`src/rtl/systola_pkg.sv`:
```
// ---------------------------------------------------------------------------
// systola_pkg
// Shared definitions for the systolic-array front end: memory geometry, the
// stream sequencer state encoding and the single-port grant encoding.
// ---------------------------------------------------------------------------
package systola_pkg;

    // Input activation memory geometry (32 KiB, byte addressed)
    localparam int ADDR_W = 15;
    localparam int DATA_W = 8;
    localparam int LEN_W  = 16;

    // Stream sequencer states
    typedef enum logic [1:0] {
        ST_IDLE   = 2'd0,
        ST_STREAM = 2'd1,
        ST_DRAIN  = 2'd2
    } state_e;

    // Owner of the memory port in the current cycle
    localparam logic [1:0] GNT_NONE   = 2'd0;
    localparam logic [1:0] GNT_HOST   = 2'd1;
    localparam logic [1:0] GNT_STREAM = 2'd2;

    // Elements owned by the read path: buffered entries plus the read still
    // in flight, minus the one leaving the buffer this cycle.
    function automatic logic [2:0] stream_occupancy(
        input logic [1:0] buf_count,
        input logic       in_flight,
        input logic       popping
    );
        return {1'b0, buf_count} + {2'b00, in_flight} - {2'b00, popping};
    endfunction

endpackage

```
`src/rtl/skid_fifo2.sv`:
```
// ---------------------------------------------------------------------------
// skid_fifo2
// Two-entry valid/ready buffer. The head entry drives out_data directly from
// a register, so data stays stable while the consumer stalls.
// Ports:
//   clk, rst_n          clock, async active-low reset
//   in_valid, in_data   write side (the producer guarantees it never pushes
//                       into a full buffer; a push while full is dropped)
//   out_valid, out_ready, out_data  read side handshake
//   count               number of occupied entries (0..2)
// ---------------------------------------------------------------------------
module skid_fifo2 #(
    parameter int DATA_W = 8
) (
    input  logic              clk,
    input  logic              rst_n,
    input  logic              in_valid,
    input  logic [DATA_W-1:0] in_data,
    output logic              out_valid,
    input  logic              out_ready,
    output logic [DATA_W-1:0] out_data,
    output logic [1:0]        count
);

    logic [DATA_W-1:0] head_r;
    logic [DATA_W-1:0] tail_r;
    logic [1:0]        count_r;
    logic              pop_s;
    logic              push_s;

    // Handshake decode for this cycle
    always_comb begin
        pop_s  = (count_r != 2'd0) && out_ready;
        push_s = in_valid;
    end

    // Entry storage and occupancy update
    always_ff @(posedge clk or negedge rst_n) begin
        if (!rst_n) begin
            head_r  <= {DATA_W{1'b0}};
            tail_r  <= {DATA_W{1'b0}};
            count_r <= 2'd0;
        end else begin
            case ({push_s, pop_s})
                2'b10: begin
                    if (count_r == 2'd0) begin
                        head_r  <= in_data;
                        count_r <= 2'd1;
                    end else if (count_r == 2'd1) begin
                        tail_r  <= in_data;
                        count_r <= 2'd2;
                    end else begin
                        count_r <= count_r;
                    end
                end
                2'b01: begin
                    head_r  <= tail_r;
                    count_r <= count_r - 2'd1;
                end
                2'b11: begin
                    // Occupancy unchanged; the new element lands behind
                    // whatever remains after the pop.
                    if (count_r == 2'd1) begin
                        head_r <= in_data;
                    end else begin
                        head_r <= tail_r;
                        tail_r <= in_data;
                    end
                end
                default: begin
                    count_r <= count_r;
                end
            endcase
        end
    end

    assign out_valid = (count_r != 2'd0);
    assign out_data  = head_r;
    assign count     = count_r;

endmodule

```
`src/rtl/inpmem_ctrl.sv`:
```
// ---------------------------------------------------------------------------
// inpmem_ctrl
// Sequencer and arbiter owning the single port of the input activation
// memory. A host write channel and a strided read streamer share the port;
// streamed elements leave through a 2-entry valid/ready buffer.
// Ports:
//   clk, rst_n                        clock, async active-low reset
//   host_wvalid/wready/waddr/wdata    host write channel (wready is
//                                     combinational: granted this cycle)
//   start, base, len, stride          stream launch, sampled with start
//   busy, done                        stream status, done is a 1-cycle pulse
//   out_valid, out_ready, out_data    streamed elements to the array edge
//   mem_CEN, mem_WEN, mem_A, mem_D    memory controls (active-low enables)
//   mem_Q                             memory read data, 1-cycle latency
// ---------------------------------------------------------------------------
module inpmem_ctrl #(
    parameter int ADDR_W = systola_pkg::ADDR_W,
    parameter int DATA_W = systola_pkg::DATA_W,
    parameter int LEN_W  = systola_pkg::LEN_W
) (
    input  logic              clk,
    input  logic              rst_n,
    input  logic              host_wvalid,
    output logic              host_wready,
    input  logic [ADDR_W-1:0] host_waddr,
    input  logic [DATA_W-1:0] host_wdata,
    input  logic              start,
    input  logic [ADDR_W-1:0] base,
    input  logic [LEN_W-1:0]  len,
    input  logic [ADDR_W-1:0] stride,
    output logic              busy,
    output logic              done,
    output logic              out_valid,
    input  logic              out_ready,
    output logic [DATA_W-1:0] out_data,
    output logic              mem_CEN,
    output logic              mem_WEN,
    output logic [ADDR_W-1:0] mem_A,
    output logic [DATA_W-1:0] mem_D,
    input  logic [DATA_W-1:0] mem_Q
);

    import systola_pkg::*;

    state_e            state_r;
    logic [ADDR_W-1:0] addr_r;
    logic [ADDR_W-1:0] stride_r;
    logic [LEN_W-1:0]  remain_r;
    logic [ADDR_W-1:0] hold_a_r;
    logic [DATA_W-1:0] hold_d_r;
    logic              inflight_r;
    logic              last_grant_host_r;
    logic              busy_r;
    logic              done_r;

    logic [1:0]        fifo_count_s;
    logic              fifo_valid_s;
    logic              pop_s;
    logic [2:0]        occ_s;
    logic              sreq_s;
    logic [1:0]        gnt_s;
    logic              drain_done_s;

    // Consumer handshake and read-path occupancy. Counting the element that
    // leaves this cycle keeps a full-rate stream at one issue per cycle
    // while still bounding buffered plus in-flight elements at two.
    always_comb begin
        pop_s = fifo_valid_s && out_ready;
        occ_s = stream_occupancy(fifo_count_s, inflight_r, pop_s);
    end

    // Stream read request: only while issuing and only if the buffer has room
    always_comb begin
        if ((state_r == ST_STREAM) && (occ_s < 3'd2)) begin
            sreq_s = 1'b1;
        end else begin
            sreq_s = 1'b0;
        end
    end

    // Port arbitration: on contention the side that did not win last time wins
    always_comb begin
        if (host_wvalid && !(sreq_s && last_grant_host_r)) begin
            gnt_s = GNT_HOST;
        end else if (sreq_s) begin
            gnt_s = GNT_STREAM;
        end else begin
            gnt_s = GNT_NONE;
        end
    end

    // Memory port drive; address and data hold their last value when idle
    always_comb begin
        host_wready = 1'b0;
        mem_CEN     = 1'b1;
        mem_WEN     = 1'b1;
        mem_A       = hold_a_r;
        mem_D       = hold_d_r;
        case (gnt_s)
            GNT_HOST: begin
                host_wready = 1'b1;
                mem_CEN     = 1'b0;
                mem_WEN     = 1'b0;
                mem_A       = host_waddr;
                mem_D       = host_wdata;
            end
            GNT_STREAM: begin
                mem_CEN = 1'b0;
                mem_A   = addr_r;
            end
            default: begin
                mem_CEN = 1'b1;
            end
        endcase
    end

    // The stream is finished once the last buffered element is handed over
    // and nothing is still in flight (immediately true for a zero length)
    always_comb begin
        if (!inflight_r && ((fifo_count_s == 2'd0) ||
                            ((fifo_count_s == 2'd1) && pop_s))) begin
            drain_done_s = 1'b1;
        end else begin
            drain_done_s = 1'b0;
        end
    end

    // Grant history and memory bus hold registers
    always_ff @(posedge clk or negedge rst_n) begin
        if (!rst_n) begin
            inflight_r        <= 1'b0;
            last_grant_host_r <= 1'b0;
            hold_a_r          <= {ADDR_W{1'b0}};
            hold_d_r          <= {DATA_W{1'b0}};
        end else begin
            inflight_r <= (gnt_s == GNT_STREAM);
            case (gnt_s)
                GNT_HOST: begin
                    last_grant_host_r <= 1'b1;
                    hold_a_r          <= host_waddr;
                    hold_d_r          <= host_wdata;
                end
                GNT_STREAM: begin
                    last_grant_host_r <= 1'b0;
                    hold_a_r          <= addr_r;
                end
                default: begin
                    last_grant_host_r <= last_grant_host_r;
                end
            endcase
        end
    end

    // Stream sequencer: launch, address generation, drain and completion
    always_ff @(posedge clk or negedge rst_n) begin
        if (!rst_n) begin
            state_r  <= ST_IDLE;
            addr_r   <= {ADDR_W{1'b0}};
            stride_r <= {ADDR_W{1'b0}};
            remain_r <= {LEN_W{1'b0}};
            busy_r   <= 1'b0;
            done_r   <= 1'b0;
        end else begin
            case (state_r)
                ST_IDLE: begin
                    done_r <= 1'b0;
                    if (done_r) begin
                        // done cycle: busy drops after it, start still ignored
                        busy_r <= 1'b0;
                    end else if (start && !busy_r) begin
                        addr_r   <= base;
                        stride_r <= stride;
                        remain_r <= len;
                        busy_r   <= 1'b1;
                        if (len == {LEN_W{1'b0}}) begin
                            state_r <= ST_DRAIN;
                        end else begin
                            state_r <= ST_STREAM;
                        end
                    end else begin
                        busy_r <= busy_r;
                    end
                end
                ST_STREAM: begin
                    if (gnt_s == GNT_STREAM) begin
                        // Address wraps silently modulo the memory size
                        addr_r   <= addr_r + stride_r;
                        remain_r <= remain_r - {{(LEN_W-1){1'b0}}, 1'b1};
                        if (remain_r == {{(LEN_W-1){1'b0}}, 1'b1}) begin
                            state_r <= ST_DRAIN;
                        end else begin
                            state_r <= ST_STREAM;
                        end
                    end else begin
                        state_r <= ST_STREAM;
                    end
                end
                ST_DRAIN: begin
                    if (drain_done_s) begin
                        done_r  <= 1'b1;
                        state_r <= ST_IDLE;
                    end else begin
                        state_r <= ST_DRAIN;
                    end
                end
                default: begin
                    state_r <= ST_IDLE;
                    busy_r  <= 1'b0;
                    done_r  <= 1'b0;
                end
            endcase
        end
    end

    // Output buffer: read data is captured the cycle after its issue
    skid_fifo2 #(
        .DATA_W (DATA_W)
    ) u_out_fifo (
        .clk       (clk),
        .rst_n     (rst_n),
        .in_valid  (inflight_r),
        .in_data   (mem_Q),
        .out_valid (fifo_valid_s),
        .out_ready (out_ready),
        .out_data  (out_data),
        .count     (fifo_count_s)
    );

    assign out_valid = fifo_valid_s;
    assign busy      = busy_r;
    assign done      = done_r;

endmodule

```
`config.mk`:
```
export PLATFORM = sky130hd
export DESIGN_NAME = inpmem_ctrl
export DESIGN_NICKNAME = d
export VERILOG_FILES = /design/src/rtl/systola_pkg.sv /design/src/rtl/skid_fifo2.sv /design/src/rtl/inpmem_ctrl.sv
export SDC_FILE = /design/constraint.sdc
export NUM_CORES = 1
export LEC_CHECK = 0
export BUFFER_PORTS_ARGS = -buffer_cell sky130_fd_sc_hd__buf_2
export CAP_MARGIN = 20
export CORE_ASPECT_RATIO = 0.6
export CORE_MARGIN = 1
export CORE_UTILIZATION = 50
export DETAILED_ROUTE_END_ITERATION = 7
export GPL_ROUTABILITY_DRIVEN = 0
export PLACE_DENSITY = 0.74
export SYNTH_ARGS = -nofsm -noshare
export SYNTH_HDL_FRONTEND = slang
export SYNTH_SLANG_ARGS = --single-unit
```
`constraint.sdc`:
```
create_clock -name clk -period 4.9 [get_ports clk]
set_input_delay 0.735 -clock clk [delete_from_list [all_inputs] [get_ports clk]]
set_output_delay 0.735 -clock clk [all_outputs]
set_load 0.01 [all_outputs]
```
## Word-level counts from Yosys, hierarchy flattened

Cells that the tools add are included.

| storage, ports and cells | value |
|---|---|
| bits in registers | 93 |
| bits of input ports | 82 |
| word-level logic and storage cells | 109 |

| cells by class | value |
|---|---|
| add/subtract/negate cells | 5 |
| $lt $le $gt $ge | 1 |
| eq/ne operators | 18 |
| muxes and demuxes | 39 |
| bitwise gates (word level) | 3 |
| reduce and logical (&&, ||, !) cells | 30 |

Operators with widths:

| kind | count |
|---|---|
| $pmux 15 s2 | 2 |
| $mux 16 | 3 |
| $mux 15 | 3 |
| $mux 8 | 5 |
| $pmux 16 s2 | 1 |
| $pmux 8 s3 | 1 |
| $mux 2 | 10 |
| $eq 16x1->1 const B | 1 |
| $logic_not 16->1 | 1 |
| $pmux 8 s2 | 1 |
| $sub 16x1->16 const B | 1 |
| $add 15x15->15 | 1 |
| $ne 2x2->1 const B | 6 |
| $reduce_and 2->1 | 5 |
| $reduce_bool 2->1 | 5 |
| $eq 2x1->1 const B | 4 |
| $eq 2x2->1 const B | 4 |
| $mux 1 | 8 |
| $logic_and 1x1->1 | 7 |
| $ne 3x3->1 const B | 2 |
| $pmux 1 s2 | 3 |
| $pmux 2 s3 | 1 |
| $reduce_and 3->1 | 2 |
| $logic_not 2->1 | 2 |
| other kinds (12) | 17 |

## Depth between registers and ports, before layout

Gate-level depths: netlist (run 1).

| depth | value |
|---|---|
| word-level depth | 13 |
| mapped depth | 15 |

## By module

Synthesis (run 1) repeated with hierarchy kept, for this count alone.

| unflattened totals | value |
|---|---|
| cell total of the unflattened synthesis | 538 |
| area total of the unflattened synthesis | 5,270.1 sq um |

By module, submodules not included:

| module | times used | cells each | area an instance (sq um) |
|---|---|---|---|
| inpmem_ctrl | 1 | 467 | 4,428.0 |
| skid_fifo2 | 1 | 71 | 842.1 |

## Least setup slack after synthesis (run 1)

Ideal clock, no wire load.

| timing path | value |
|---|---|
| path type | register to output |
| start point | register u_out_fifo.count_r[1], in the netlist u_out_fifo.count[1] |
| end point | output mem_A[10] |
| arrival | 3.349 ns |
| data required time | 4.165 ns |
| setup slack | 0.816 ns |
| cell stages (with the launch flop) | 15 |
| path buffers | 2 |
| path through | dfrtp_1 inv_1 ha_1 clkbuf_1 nor2b_1 and2_1 o21ai_0 fa_1 xor2_1 nor2_2 nand2_1 nand2_1 clkbuf_1 nor2_1 nor3_1 |

| on the way | value |
|---|---|
| word-level cells in the longest chain between the ends | 12 |

Ends and longest elaborated chain:

| element | RTL line | source |
|---|---|---|
| start: declaration | skid_fifo2.sv:27 | `logic [1:0] count_r;` |
| start signal: assignment | skid_fifo2.sv:53 | `count_r <= count_r;` |
| start signal: assignment | skid_fifo2.sv:58 | `count_r <= count_r - 2'd1;` |
| start signal: assignment | skid_fifo2.sv:71 | `count_r <= count_r;` |
| branches (longest 2 deep; another with $add 2x1->3) | n/a |  |
| $sub 3x1->3 (*) | systola_pkg.sv:32 | `return {1'b0, buf_count} + {2'b00, in_flight} - {2'b00, popping};` |
| $lt 3x2->1 (*) | inpmem_ctrl.sv:74 | `if ((state_r == ST_STREAM) && (occ_s < 3'd2)) begin` |
| $logic_and 1x1->1 (*) | inpmem_ctrl.sv:74 |  |
| $mux 1 (*) | inpmem_ctrl.sv:74 |  |
| $logic_and 1x1->1 | inpmem_ctrl.sv:83 | `if (host_wvalid && !(sreq_s && last_grant_host_r)) begin` |
| $logic_not 1->1 | inpmem_ctrl.sv:83 |  |
| $logic_and 1x1->1 | inpmem_ctrl.sv:83 |  |
| $mux 2 (*) | inpmem_ctrl.sv:83 |  |
| $eq 2x2->1 / $eq 2x1->1 (equally long branches) | inpmem_ctrl.sv:99 | `case (gnt_s)` |
| $pmux 15 s2 (*) | inpmem_ctrl.sv:99 |  |
| end: declaration | inpmem_ctrl.sv:38 | `output logic [ADDR_W-1:0] mem_A,` |

Every way passes the cells marked *.

## Worst setup path in the final report (run 1)

| timing path | value |
|---|---|
| start point | register u_out_fifo.count_r[1], in the netlist u_out_fifo.count[1] |
| end point | output mem_A[12] |

Same word-level chain as after synthesis.

==> results of run 1 <==
power by group through the flow:
stage	clock [uW]	combinational [uW]	sequential, uW
after floorplan	0	1990	1340
after global placement	0	2540	1410
after detailed placement	0	2640	1430
after CTS	872	2660	1420
after global routing	906	2970	1460
final	863	2670	1420
flip-flops by register name, indices dropped and copies added, names as in the netlist, 2 cells and up:
signal               count
addr_r                  15
hold_a_r                15
hold_d_r                 8
remain_r                16
state_r                  2
stride_r                15
u_out_fifo.count         2
u_out_fifo.out_data      8
u_out_fifo.tail_r        8
logic make-up after synthesis:
| kind of cell | share of synthesized area [%] |
|---|---|
| AND/OR/NAND/NOR | 15.8 |
| buffers and inverters | 3.33 |
| AO/OA/AOI/OAI | 16.2 |
| flip-flops | 44.3 |
| multiplexers | 12.7 |
| adder cells (fa/ha/maj) | 6.00 |
| XOR/XNOR | 1.67 |
synthesized netlist by cell type (5+ instances only):
| cell type | number | share of area (%) |
|---|---|---|
| sky130_fd_sc_hd__a211oi_1 | 6 | 0.86 |
| sky130_fd_sc_hd__a21o_1 | 6 | 0.86 |
| sky130_fd_sc_hd__a21oi_1 | 34 | 3.2 |
| sky130_fd_sc_hd__a22o_1 | 5 | 0.83 |
| sky130_fd_sc_hd__a22oi_1 | 8 | 1.1 |
| sky130_fd_sc_hd__buf_2 | 5 | 0.48 |
| sky130_fd_sc_hd__clkbuf_1 | 15 | 1.1 |
| sky130_fd_sc_hd__dfrtp_1 | 93 | 44 |
| sky130_fd_sc_hd__ha_1 | 22 | 5.2 |
| sky130_fd_sc_hd__inv_1 | 19 | 1.4 |
| sky130_fd_sc_hd__mux2_2 | 44 | 9.4 |
| sky130_fd_sc_hd__mux2i_1 | 17 | 3.2 |
| sky130_fd_sc_hd__nand2_1 | 41 | 2.9 |
| sky130_fd_sc_hd__nand3_1 | 10 | 0.95 |
| sky130_fd_sc_hd__nor2_1 | 62 | 4.4 |
| sky130_fd_sc_hd__nor2b_1 | 6 | 0.71 |
| sky130_fd_sc_hd__nor3_1 | 28 | 2.7 |
| sky130_fd_sc_hd__nor4_1 | 6 | 0.71 |
| sky130_fd_sc_hd__o21ai_0 | 43 | 4.1 |
| sky130_fd_sc_hd__o22ai_1 | 10 | 1.2 |
| sky130_fd_sc_hd__xnor2_1 | 6 | 1.0 |
path summary, 6_finish.rpt:
kind / to / slack, ns / depth (start not counted)
min in group clk: u_out_fifo.out_data[6] / 0.48 / 2
worst min register to register: u_out_fifo.out_data[6] / 0.48 / 2
worst min-delay path: stride_r[5] / 0.39 / 1
max in group asynchronous: u_out_fifo.tail_r[3] / 3.48 / 2
worst max register to register: remain_r[4] / 0.96 / 12
worst max-delay path: mem_A[12] / 0.42 / 15
area by class of cell:
cell class / instances / share of cell area (%)
sequential: 93 / 36.7
clock inverter: 7 / 2.29
multi-input combinational: 410 / 43.3
clock buffer: 9 / 3.55
timing repair buffer: 127 / 10.4
inverter: 19 / 1.12
tap: 135 / 2.66
worst max-delay path: stages, from the launching register on:
cell	delay, ns
sky130_fd_sc_hd__dfrtp_1	0.46
sky130_fd_sc_hd__inv_1	0.12
sky130_fd_sc_hd__ha_1	0.30
sky130_fd_sc_hd__nor2b_1	0.29
sky130_fd_sc_hd__and2_1	0.22
sky130_fd_sc_hd__o21ai_0	0.12
sky130_fd_sc_hd__fa_1	0.50
sky130_fd_sc_hd__nand2_1	0.09
sky130_fd_sc_hd__nor2_2	0.13
sky130_fd_sc_hd__nand2_1	0.06
sky130_fd_sc_hd__buf_4	0.19
sky130_fd_sc_hd__nand2_1	0.08
sky130_fd_sc_hd__buf_4	0.28
sky130_fd_sc_hd__nor2_1	0.08
sky130_fd_sc_hd__nor3_1	0.29
sky130_fd_sc_hd__buf_2	0.19
through the flow:
step           total power, uW  std cells  util, %
3_5_place_dp              4070        783     59.6
3_3_place_gp              3950        783     59.6
5_1_grt                   5330        800     63.3
2_1_floorplan             3330        544        -
6_report                  4960        800     63.3
4_1_cts                   4950        799     63.3
metal layers:
layer / global-route usage, % / up-vias / wire, um
li1: - / 2202 / -
met1: 34.6 / 2196 / 6340
met2: 41.2 / 138 / 6090
met3: 5.31 / 9 / 732
met4: 4.38 / 0 / 107
met5: 0 / - / 0
==> metrics.txt, run 1 <==
# TYPE chip_impl_metric gauge
chip_impl_info{name="outcome",value="completed"} 1
chip_impl_metric{name="synthesis.area_per_instance",unit="sq um"} 9.66
chip_impl_info{name="clockRootBuffer",value="sky130_fd_sc_hd__clkbuf_16"} 1
chip_impl_metric{name="initial_core_util",unit="%"} 52.4
chip_impl_metric{name="maximum_number_of_buffers_from_clock_root_to_sink",unit=""} 2
chip_impl_metric{name="vert_die_dim",unit="um"} 81.4
chip_impl_metric{name="syn2layout_area_growth",unit="%"} 20.8
chip_impl_metric{name="route.vias.total",unit=""} 4545
chip_impl_info{name="unrepaired_setup_endpoints_after_global_routing",value="false"} 1
chip_impl_metric{name="synth_async_sr_flop_share",unit="%"} 100
chip_impl_metric{name="critical_path_required",unit="ns"} 4.16
chip_impl_metric{name="fin_setup_tns",unit="ns"} 0
chip_impl_metric{name="layout.area.seq",unit="sq mm"} 0.00233
chip_impl_metric{name="port_buffers",unit=""} 118
chip_impl_metric{name="core_area",unit="sq mm"} 0.0100
chip_impl_metric{name="p_comb_share",unit="%"} 53.9
chip_impl_metric{name="clock-sinks",unit=""} 93
chip_impl_metric{name="critical_path_peak_fanout",unit=""} 24
chip_impl_metric{name="grt-ovfl-total",unit=""} 0
chip_impl_metric{name="grt_start_max_net_pins",unit=""} 50
chip_impl_metric{name="fin_ws",unit="ns"} 0.417
chip_impl_metric{name="pre_cts_slack",unit="ns"} 0.817
chip_impl_metric{name="global_route.usage.total",unit="%"} 25.0
chip_impl_metric{name="remaining_drc_errors",unit=""} 0
chip_impl_metric{name="finalClockSkew",unit="ns"} 0.00536
chip_impl_metric{name="place_hpwl",unit="um"} 9870
chip_impl_metric{name="synth-seq-area-share",unit="%"} 44.3
chip_impl_metric{name="p_switching",unit="uW"} 2090
chip_impl_metric{name="synth_fp_nets",unit=""} 650
chip_impl_metric{name="post-cts-setup-buffers",unit=""} 0
chip_impl_metric{name="antenna_violating_nets_post_route",unit=""} 0
chip_impl_metric{name="clk-insertion-delay-late",unit="ns"} 0.35
chip_impl_info{name="critical_path.startpoint_type",value="flip-flop"} 1
chip_impl_metric{name="diodes",unit=""} 0
chip_impl_metric{name="ir_drop",unit="V"} 0.000379
chip_impl_info{name="setup.worst_path.class",value="reg -> out"} 1
chip_impl_metric{name="cts_resized",unit=""} 0
chip_impl_metric{name="setup_violations",unit=""} 0
chip_impl_metric{name="filler_cell_count",unit=""} 855
chip_impl_metric{name="power.internal",unit="uW"} 2860
chip_impl_info{name="worstHoldPathType",value="in -> async"} 1
chip_impl_metric{name="cap_violations",unit=""} 0
chip_impl_info{name="kind_of_end_point_of_the_critical_path",value="primary output"} 1
chip_impl_metric{name="synth-edff-count",unit=""} 0
chip_impl_metric{name="timing.final.hold_violations",unit=""} 0
chip_impl_metric{name="io_pins",unit=""} 119
chip_impl_metric{name="global_route_wire_length_before_repair",unit="um"} 21200
chip_impl_metric{name="timing.max_slew.rel_slack",unit="%"} 34.5
chip_impl_info{name="yosys_most_used_dff",value="sky130_fd_sc_hd__dfrtp_1"} 1
chip_impl_metric{name="fp-row-count",unit=""} 28
chip_impl_metric{name="p_per_area",unit="mW/mm^2"} 781
chip_impl_metric{name="ctsHoldBuffers",unit=""} 0
chip_impl_metric{name="detail_route.wirelength",unit="um"} 13300
chip_impl_metric{name="multiInputGateArea",unit="sq mm"} 0.00275
chip_impl_metric{name="netlist_area",unit="sq mm"} 0.00525
chip_impl_metric{name="timing.critical_path.arrival",unit="ns"} 3.75
chip_impl_info{name="final_cell_mix",value="117 x sky130_fd_sc_hd__buf_2, 93 x sky130_fd_sc_hd__dfrtp_1, 62 x sky130_fd_sc_hd__nor2_1, 44 x sky130_fd_sc_hd__mux2_2, 43 x sky130_fd_sc_hd__o21ai_0"} 1
chip_impl_metric{name="switching_part_of_the_total",unit="%"} 42.2
chip_impl_metric{name="seqPwrFrac",unit="%"} 28.6
chip_impl_metric{name="worst_pin_slew",unit="ns"} 0.982
chip_impl_metric{name="post_dp_cell_area",unit="sq mm"} 0.00597
chip_impl_metric{name="post-route-cell-area",unit="sq mm"} 0.00635
chip_impl_metric{name="clock_pin_slew_worst_setup_and_hold_paths",unit="ns"} 0.07
chip_impl_metric{name="number_of_cts_inserted_buffers",unit=""} 9
chip_impl_metric{name="routedWlPerCell",unit="um"} 16.6
chip_impl_metric{name="h-tree-depth",unit=""} 3
chip_impl_metric{name="antenna_found_initial",unit=""} 0
chip_impl_metric{name="drtIter0Drc",unit=""} 263
chip_impl_metric{name="static-leakage-power",unit="uW"} 0.00296
chip_impl_metric{name="fmaxAchievable",unit="MHz"} 223
chip_impl_metric{name="finalCritPeriodShare",unit="%"} 91.5
chip_impl_metric{name="nets",unit=""} 766
chip_impl_info{name="critical_path.startpoint",value="u_out_fifo.count[1]"} 1
chip_impl_metric{name="synth-warning-count",unit=""} 0
chip_impl_metric{name="vias_in_the_first_global_route",unit=""} 4308
chip_impl_metric{name="floorplan.die.width",unit="um"} 134
chip_impl_metric{name="design.die.area",unit="sq mm"} 0.0109
chip_impl_metric{name="p_clk_share",unit="%"} 17.4
chip_impl_metric{name="final_period_minus_worst_setup_slack",unit="ns"} 4.48
chip_impl_metric{name="netlist_instances",unit=""} 544
chip_impl_metric{name="final_layout_size_suffix_gt1_share",unit="%"} 29.0
chip_impl_metric{name="avgViaCountPerCell",unit=""} 5.68
chip_impl_metric{name="ys_types",unit=""} 52
chip_impl_metric{name="postSynthRegisterBits",unit=""} 93
chip_impl_metric{name="smallest_hold_slack",unit="ns"} 0.392
chip_impl_info{name="cts_tree",value="done"} 1
chip_impl_metric{name="drtPass1Iterations",unit=""} 5
chip_impl_info{name="regToRegStartpoint",value="u_out_fifo.count[1]"} 1
chip_impl_info{name="final_common_cell",value="sky130_fd_sc_hd__buf_2"} 1
chip_impl_metric{name="final_slew_viol_count",unit=""} 0
(Power assumes the default switching activity.)
==> run 2: changes to the inputs <==
HOLD_SLACK_MARGIN = 0.08   (was not set)
clock period = 5.7 ns   (was 4.9 ns; I/O delays follow)
==> metrics.txt, run 2 (synthesis results as in run 1) <==
# TYPE chip_impl_metric gauge
chip_impl_info{name="final_common_cell",value="sky130_fd_sc_hd__buf_2"} 1
chip_impl_metric{name="vias_in_the_first_global_route",unit=""} 4304
chip_impl_metric{name="initial_core_util",unit="%"} 52.4
chip_impl_metric{name="diodes",unit=""} 0
chip_impl_metric{name="final_period_minus_worst_setup_slack",unit="ns"} 4.96
chip_impl_metric{name="core_area",unit="sq mm"} 0.0100
chip_impl_metric{name="timing.max_slew.rel_slack",unit="%"} 35.9
chip_impl_metric{name="critical_path_required",unit="ns"} 4.85
chip_impl_metric{name="grt_start_max_net_pins",unit=""} 55
chip_impl_metric{name="critPathMaxStageDelay",unit="ns"} 0.61
chip_impl_metric{name="post-cts-setup-buffers",unit=""} 0
chip_impl_metric{name="worstSetupPathDepth",unit=""} 14
chip_impl_metric{name="syn2layout_area_growth",unit="%"} 20.2
chip_impl_metric{name="final_slew_viol_count",unit=""} 0
chip_impl_metric{name="static-leakage-power",unit="uW"} 0.00294
chip_impl_info{name="outcome",value="completed"} 1
chip_impl_metric{name="finalCritPeriodShare",unit="%"} 87.0
chip_impl_metric{name="timing.critical_path.arrival",unit="ns"} 4.11
chip_impl_metric{name="design.die.area",unit="sq mm"} 0.0109
chip_impl_metric{name="place_hpwl",unit="um"} 9820
chip_impl_metric{name="vert_die_dim",unit="um"} 81.4
chip_impl_metric{name="drtPass1Iterations",unit=""} 5
chip_impl_info{name="worstHoldPathType",value="in -> async"} 1
chip_impl_metric{name="grt-ovfl-total",unit=""} 0
chip_impl_info{name="cp_cell_sequence",value="inv_1 -> ha_1 -> nor2b_1 -> and2_1 -> o21ai_0 -> fa_1 -> nand2_1 -> nor2_2 -> buf_4 -> nand2_1 -> nand2_1 -> nor2_1 -> nor3_1 -> buf_2"} 1
chip_impl_metric{name="fmaxAchievable",unit="MHz"} 202
chip_impl_metric{name="port_buffers",unit=""} 118
chip_impl_metric{name="floorplan.die.width",unit="um"} 134
chip_impl_metric{name="global_route_wire_length_before_repair",unit="um"} 21300
chip_impl_metric{name="route.vias.total",unit=""} 4606
chip_impl_metric{name="clock-sinks",unit=""} 93
chip_impl_metric{name="detail_route.wirelength",unit="um"} 13200
chip_impl_metric{name="p_per_area",unit="mW/mm^2"} 667
chip_impl_info{name="critical_path.startpoint_type",value="flip-flop"} 1
chip_impl_info{name="critical_path.slowest_cell",value="sky130_fd_sc_hd__nand2_1"} 1
chip_impl_metric{name="final_layout_size_suffix_gt1_share",unit="%"} 28.8
chip_impl_metric{name="fin_setup_tns",unit="ns"} 0
chip_impl_metric{name="largest_register_ff_count",unit=""} 16
chip_impl_metric{name="avgViaCountPerCell",unit=""} 5.77
chip_impl_metric{name="finalClockSkew",unit="ns"} 0.00553
chip_impl_metric{name="timing.final.hold_violations",unit=""} 0
chip_impl_metric{name="cts_resized",unit=""} 0
chip_impl_metric{name="ctsHoldBuffers",unit=""} 0
chip_impl_info{name="clockRootBuffer",value="sky130_fd_sc_hd__clkbuf_16"} 1
chip_impl_metric{name="antenna_violating_nets_post_route",unit=""} 0
chip_impl_metric{name="smallest_hold_slack",unit="ns"} 0.465
chip_impl_metric{name="routedWlPerCell",unit="um"} 16.6
chip_impl_info{name="kind_of_end_point_of_the_critical_path",value="primary output"} 1
chip_impl_metric{name="drtIter0Drc",unit=""} 279
chip_impl_metric{name="fp-row-count",unit=""} 28
chip_impl_metric{name="cap_violations",unit=""} 0
chip_impl_info{name="largest-register",value="remain_r"} 1
chip_impl_info{name="unrepaired_setup_endpoints_after_global_routing",value="false"} 1
chip_impl_metric{name="clk-insertion-delay-late",unit="ns"} 0.35
chip_impl_metric{name="io_pins",unit=""} 119
chip_impl_metric{name="worst_pin_slew",unit="ns"} 0.962
chip_impl_info{name="setup.worst_path.class",value="reg -> out"} 1
chip_impl_metric{name="maximum_number_of_buffers_from_clock_root_to_sink",unit=""} 2
chip_impl_metric{name="critical_path_peak_fanout",unit=""} 24
chip_impl_metric{name="h-tree-depth",unit=""} 3
chip_impl_info{name="cpMostUsedCell",value="sky130_fd_sc_hd__nand2_1"} 1
chip_impl_metric{name="worstPathBufferInverterCount",unit=""} 3
chip_impl_metric{name="antenna_found_initial",unit=""} 0
chip_impl_metric{name="clock_pin_slew_worst_setup_and_hold_paths",unit="ns"} 0.07
chip_impl_metric{name="r2r_cells",unit=""} 12
chip_impl_metric{name="setup_violations",unit=""} 0
chip_impl_info{name="timing.critical_path.max_delay_family",value="simple AND/OR/NAND/NOR gates"} 1
chip_impl_metric{name="number_of_cts_inserted_buffers",unit=""} 9
chip_impl_info{name="cts_tree",value="done"} 1
chip_impl_metric{name="ir_drop",unit="V"} 0.000299
chip_impl_metric{name="global_route.usage.total",unit="%"} 25.2
chip_impl_info{name="final_cell_mix",value="117 x sky130_fd_sc_hd__buf_2, 93 x sky130_fd_sc_hd__dfrtp_1, 61 x sky130_fd_sc_hd__nor2_1, 44 x sky130_fd_sc_hd__mux2_2, 43 x sky130_fd_sc_hd__o21ai_0"} 1
chip_impl_metric{name="nets",unit=""} 764
chip_impl_metric{name="remaining_drc_errors",unit=""} 0
==> run 2: cell types whose count changed in the layout (fill, tap and decap cells not counted), sizes merged <==
| cell | change |
|---|---|
| clkbuf | +2 |
| clkinv | -1 |
| buf | -2 |
| bufinv | -1 |
==> run 2: worst reg2reg max path, cell delays in order, from the launching register on <==
cell,delay [ns]
sky130_fd_sc_hd__dfrtp_1,0.46
sky130_fd_sc_hd__inv_1,0.11
sky130_fd_sc_hd__ha_1,0.29
sky130_fd_sc_hd__nor2b_1,0.27
sky130_fd_sc_hd__and2_1,0.21
sky130_fd_sc_hd__o21ai_0,0.12
sky130_fd_sc_hd__fa_1,0.39
sky130_fd_sc_hd__xor2_1,0.28
sky130_fd_sc_hd__o32a_1,0.29
sky130_fd_sc_hd__or2_1,0.76
sky130_fd_sc_hd__or3_1,0.22
sky130_fd_sc_hd__a21oi_1,0.06
sky130_fd_sc_hd__a221o_2,0.31
==> run 2: power breakdown <==
group	internal (uW)	leakage, uW	switching (uW)	total, uW
clock network	442	0.000166	259	702
logic	1000	0.00166	1290	2290
registers	979	0.00112	244	1220
==> run 2: final timing paths <==
path                                         from                      to  slack, ns
max                           u_out_fifo.count[1]               mem_A[11]       0.74
min                                         rst_n             stride_r[6]       0.47
max reg2reg                   u_out_fifo.count[1]             remain_r[4]       1.84
min reg2reg                u_out_fifo.out_data[7]  u_out_fifo.out_data[7]       0.48
max in group asynchronous                   rst_n    u_out_fifo.tail_r[0]       4.15
min in group clk           u_out_fifo.out_data[7]  u_out_fifo.out_data[7]       0.48
==> run 2: metal layers <==
metal / vias up / wire length (um) / track usage (%)
met1: 2219 / 6080 / 34.2
li1: 2203 / - / -
met3: 19 / 803 / 5.43
met5: - / 0 / 0
met2: 165 / 6190 / 41.6
met4: 0 / 156 / 6.18
==> run 2: cell type report <==
| class | count | area, sq um |
|---|---|---|
| flip-flops and latches | 93 | 2330 |
| clock buffers | 11 | 243 |
| multi-input cells | 410 | 2750 |
| well taps | 135 | 169 |
| fillers | 862 | 3710 |
| clock inverters | 5 | 106 |
| inverters | 19 | 71.3 |
| repair buffers | 125 | 643 |
==> run 2: metrics by stage <==
step | utilization (%) | cells | power (uW) | area [sq um] | setup slack [ns]
2_1_floorplan | - | 544 | 2860 | 5250 | 1.49
3_3_place_gp | 59.5 | 781 | 3380 | 5960 | 1.09
3_5_place_dp | 59.5 | 781 | 3490 | 5960 | 0.953
4_1_cts | 63.0 | 797 | 4210 | 6310 | 0.729
5_1_grt | 63.0 | 798 | 4530 | 6310 | 0.333
6_report | 63.0 | 798 | 4210 | 6310 | 0.739
==> run 3: changes to the inputs <==
CORE_ASPECT_RATIO = 0.9   (was 0.6)
MAX_ROUTING_LAYER = met4   (was not set)
==> metrics.txt, run 3 (synthesis results as in run 1) <==
# TYPE chip_impl_metric gauge
chip_impl_metric{name="antenna_found_initial",unit=""} 0
chip_impl_metric{name="worst_pin_slew",unit="ns"} 1.01
chip_impl_metric{name="drtPass1Iterations",unit=""} 5
chip_impl_metric{name="place_hpwl",unit="um"} 9190
chip_impl_metric{name="finalClockSkew",unit="ns"} 0.00959
chip_impl_metric{name="avgViaCountPerCell",unit=""} 5.67
chip_impl_metric{name="p_clk_share",unit="%"} 16.4
chip_impl_info{name="outcome",value="completed"} 1
chip_impl_info{name="critical_path.startpoint_type",value="flip-flop"} 1
chip_impl_metric{name="seqPwrFrac",unit="%"} 29.0
chip_impl_metric{name="vert_die_dim",unit="um"} 99.2
chip_impl_metric{name="post-cts-setup-buffers",unit=""} 0
chip_impl_metric{name="syn2layout_area_growth",unit="%"} 20.0
chip_impl_metric{name="power.internal",unit="uW"} 2420
chip_impl_metric{name="global_route_wire_length_before_repair",unit="um"} 20800
chip_impl_metric{name="fin_setup_tns",unit="ns"} 0
chip_impl_metric{name="routedWlPerCell",unit="um"} 15.7
chip_impl_metric{name="remaining_drc_errors",unit=""} 0
chip_impl_metric{name="vias_in_the_first_global_route",unit=""} 4447
chip_impl_metric{name="smallest_hold_slack",unit="ns"} 0.375
chip_impl_metric{name="route.vias.total",unit=""} 4496
chip_impl_metric{name="final_layout_size_suffix_gt1_share",unit="%"} 28.6
chip_impl_metric{name="timing.final.hold_violations",unit=""} 0
chip_impl_metric{name="static-leakage-power",unit="uW"} 0.00295
chip_impl_info{name="cts_tree",value="done"} 1
chip_impl_metric{name="critical_path_peak_fanout",unit=""} 24
chip_impl_metric{name="cap_violations",unit=""} 0
chip_impl_metric{name="p_switching",unit="uW"} 1720
chip_impl_info{name="clockRootBuffer",value="sky130_fd_sc_hd__clkbuf_16"} 1
chip_impl_metric{name="design.die.area",unit="sq mm"} 0.0109
chip_impl_metric{name="core_area",unit="sq mm"} 0.0102
chip_impl_metric{name="global_route.usage.total",unit="%"} 25.3
chip_impl_metric{name="number_of_cts_inserted_buffers",unit=""} 9
chip_impl_info{name="final_cell_mix",value="117 x sky130_fd_sc_hd__buf_2, 93 x sky130_fd_sc_hd__dfrtp_1, 62 x sky130_fd_sc_hd__nor2_1, 44 x sky130_fd_sc_hd__mux2_2, 43 x sky130_fd_sc_hd__o21ai_0"} 1
chip_impl_metric{name="setup_violations",unit=""} 0
chip_impl_metric{name="timing.max_slew.rel_slack",unit="%"} 33.0
chip_impl_metric{name="switching_part_of_the_total",unit="%"} 41.6
chip_impl_metric{name="ctsHoldBuffers",unit=""} 0
chip_impl_metric{name="nets",unit=""} 765
chip_impl_metric{name="maximum_number_of_buffers_from_clock_root_to_sink",unit=""} 2
chip_impl_info{name="worstHoldPathType",value="in -> async"} 1
chip_impl_metric{name="critical_path_required",unit="ns"} 4.85
chip_impl_metric{name="cts_resized",unit=""} 0
chip_impl_metric{name="finalCoreUtilization",unit="%"} 61.5
chip_impl_metric{name="initial_core_util",unit="%"} 51.3
chip_impl_metric{name="io_pins",unit=""} 119
chip_impl_metric{name="final_period_minus_worst_setup_slack",unit="ns"} 4.89
chip_impl_info{name="final_common_cell",value="sky130_fd_sc_hd__buf_2"} 1
chip_impl_metric{name="floorplan.die.width",unit="um"} 110
chip_impl_metric{name="r2r_cells",unit=""} 12
chip_impl_info{name="kind_of_end_point_of_the_critical_path",value="primary output"} 1
chip_impl_metric{name="clock-sinks",unit=""} 93
chip_impl_metric{name="finalCritPeriodShare",unit="%"} 85.8
chip_impl_metric{name="grt-ovfl-total",unit=""} 0
chip_impl_info{name="unrepaired_setup_endpoints_after_global_routing",value="false"} 1
chip_impl_metric{name="port_buffers",unit=""} 118
chip_impl_metric{name="clock_pin_slew_worst_setup_and_hold_paths",unit="ns"} 0.07
chip_impl_metric{name="antenna_violating_nets_post_route",unit=""} 0
chip_impl_metric{name="grt_start_max_net_pins",unit=""} 76
chip_impl_metric{name="detail_route.wirelength",unit="um"} 12500
chip_impl_metric{name="fmaxAchievable",unit="MHz"} 204
chip_impl_metric{name="drtIter0Drc",unit=""} 259
chip_impl_metric{name="ir_drop",unit="V"} 0.000366
chip_impl_metric{name="fp-row-count",unit=""} 35
chip_impl_metric{name="diodes",unit=""} 0
chip_impl_info{name="setup.worst_path.class",value="reg -> out"} 1
chip_impl_metric{name="p_comb_share",unit="%"} 54.6
chip_impl_metric{name="h-tree-depth",unit=""} 3
chip_impl_metric{name="p_per_area",unit="mW/mm^2"} 658
chip_impl_metric{name="clk-insertion-delay-late",unit="ns"} 0.34
chip_impl_metric{name="timing.critical_path.arrival",unit="ns"} 4.04
chip_impl_metric{name="largest_register_ff_count",unit=""} 16
chip_impl_metric{name="final_slew_viol_count",unit=""} 0
chip_impl_info{name="largest-register",value="remain_r"} 1
[run 3: cell types whose count changed in the layout (fill, tap and decap cells not counted)]
cell	before	now
sky130_fd_sc_hd__buf_4	7	8
sky130_fd_sc_hd__clkbuf_1	1	2
sky130_fd_sc_hd__clkbuf_2	1	0
sky130_fd_sc_hd__clkbuf_4	0	1
sky130_fd_sc_hd__clkinv_2	0	1
sky130_fd_sc_hd__clkinvlp_4	1	0
sky130_fd_sc_hd__inv_6	1	0
sky130_fd_sc_hd__nor2_1	61	62
sky130_fd_sc_hd__nor2_2	2	1
[run 3: stage by stage]
stage / std cells / total power, uW / setup WS [ns] / cell area [sq um]
2_1_floorplan: 544 / 2860 / 1.49 / 5250
3_3_place_gp: 776 / 3360 / 1.13 / 5960
3_5_place_dp: 776 / 3450 / 0.992 / 5960
4_1_cts: 792 / 4160 / 0.773 / 6300
5_1_grt: 793 / 4500 / 0.316 / 6310
6_report: 793 / 4150 / 0.810 / 6310
[run 3: worst max-delay path: stages (launching register included)]
cell and delay (ns):
sky130_fd_sc_hd__dfrtp_1 0.45, sky130_fd_sc_hd__inv_1 0.11, sky130_fd_sc_hd__ha_1 0.29, sky130_fd_sc_hd__nor2b_1 0.26
sky130_fd_sc_hd__and2_1 0.21, sky130_fd_sc_hd__o21ai_0 0.12, sky130_fd_sc_hd__fa_1 0.50, sky130_fd_sc_hd__nand2_1 0.09
sky130_fd_sc_hd__nor2_2 0.11, sky130_fd_sc_hd__buf_4 0.26, sky130_fd_sc_hd__nand2_1 0.11, sky130_fd_sc_hd__nand2_1 0.59
sky130_fd_sc_hd__mux2_2 0.43, sky130_fd_sc_hd__buf_2 0.14
[run 3: final cells by class]
type | instances | area (sq um)
multi-input cells | 410 | 2750
inverters | 19 | 71.3
flip-flops and latches | 93 | 2330
fillers | 893 | 3940
clock inverters | 4 | 95.1
well taps | 129 | 161
repair buffers | 126 | 653
clock buffers | 12 | 246
[run 3: routing by layer]
layer	share of wire, %	GRT usage [%]	vias up
li1	-	-	2194
met1	45	32.4	2149
met2	48	40.4	139
met3	5.6	5.11	14
met4	1.3	7.28	0
met5	0	-	-
[run 3: final timing paths]
kind | start | to | slack (ns)
max | u_out_fifo.count[1] | mem_D[6] | 0.81
min | rst_n | remain_r[14] | 0.38
max reg2reg | u_out_fifo.count[1] | remain_r[4] | 1.84
min reg2reg | u_out_fifo.out_data[5] | u_out_fifo.out_data[5] | 0.48
max in group asynchronous | rst_n | hold_a_r[4] | 4.09
min in group clk | u_out_fifo.out_data[5] | u_out_fifo.out_data[5] | 0.48
[run 3: power groups by stage]
stage	registers, uW	logic, uW	clock network, uW
2_1_floorplan	1150	1710	0
3_3_place_gp	1190	2170	0
3_5_place_dp	1210	2240	0
4_1_cts	1200	2260	698
5_1_grt	1240	2540	724
6_report	1200	2260	682
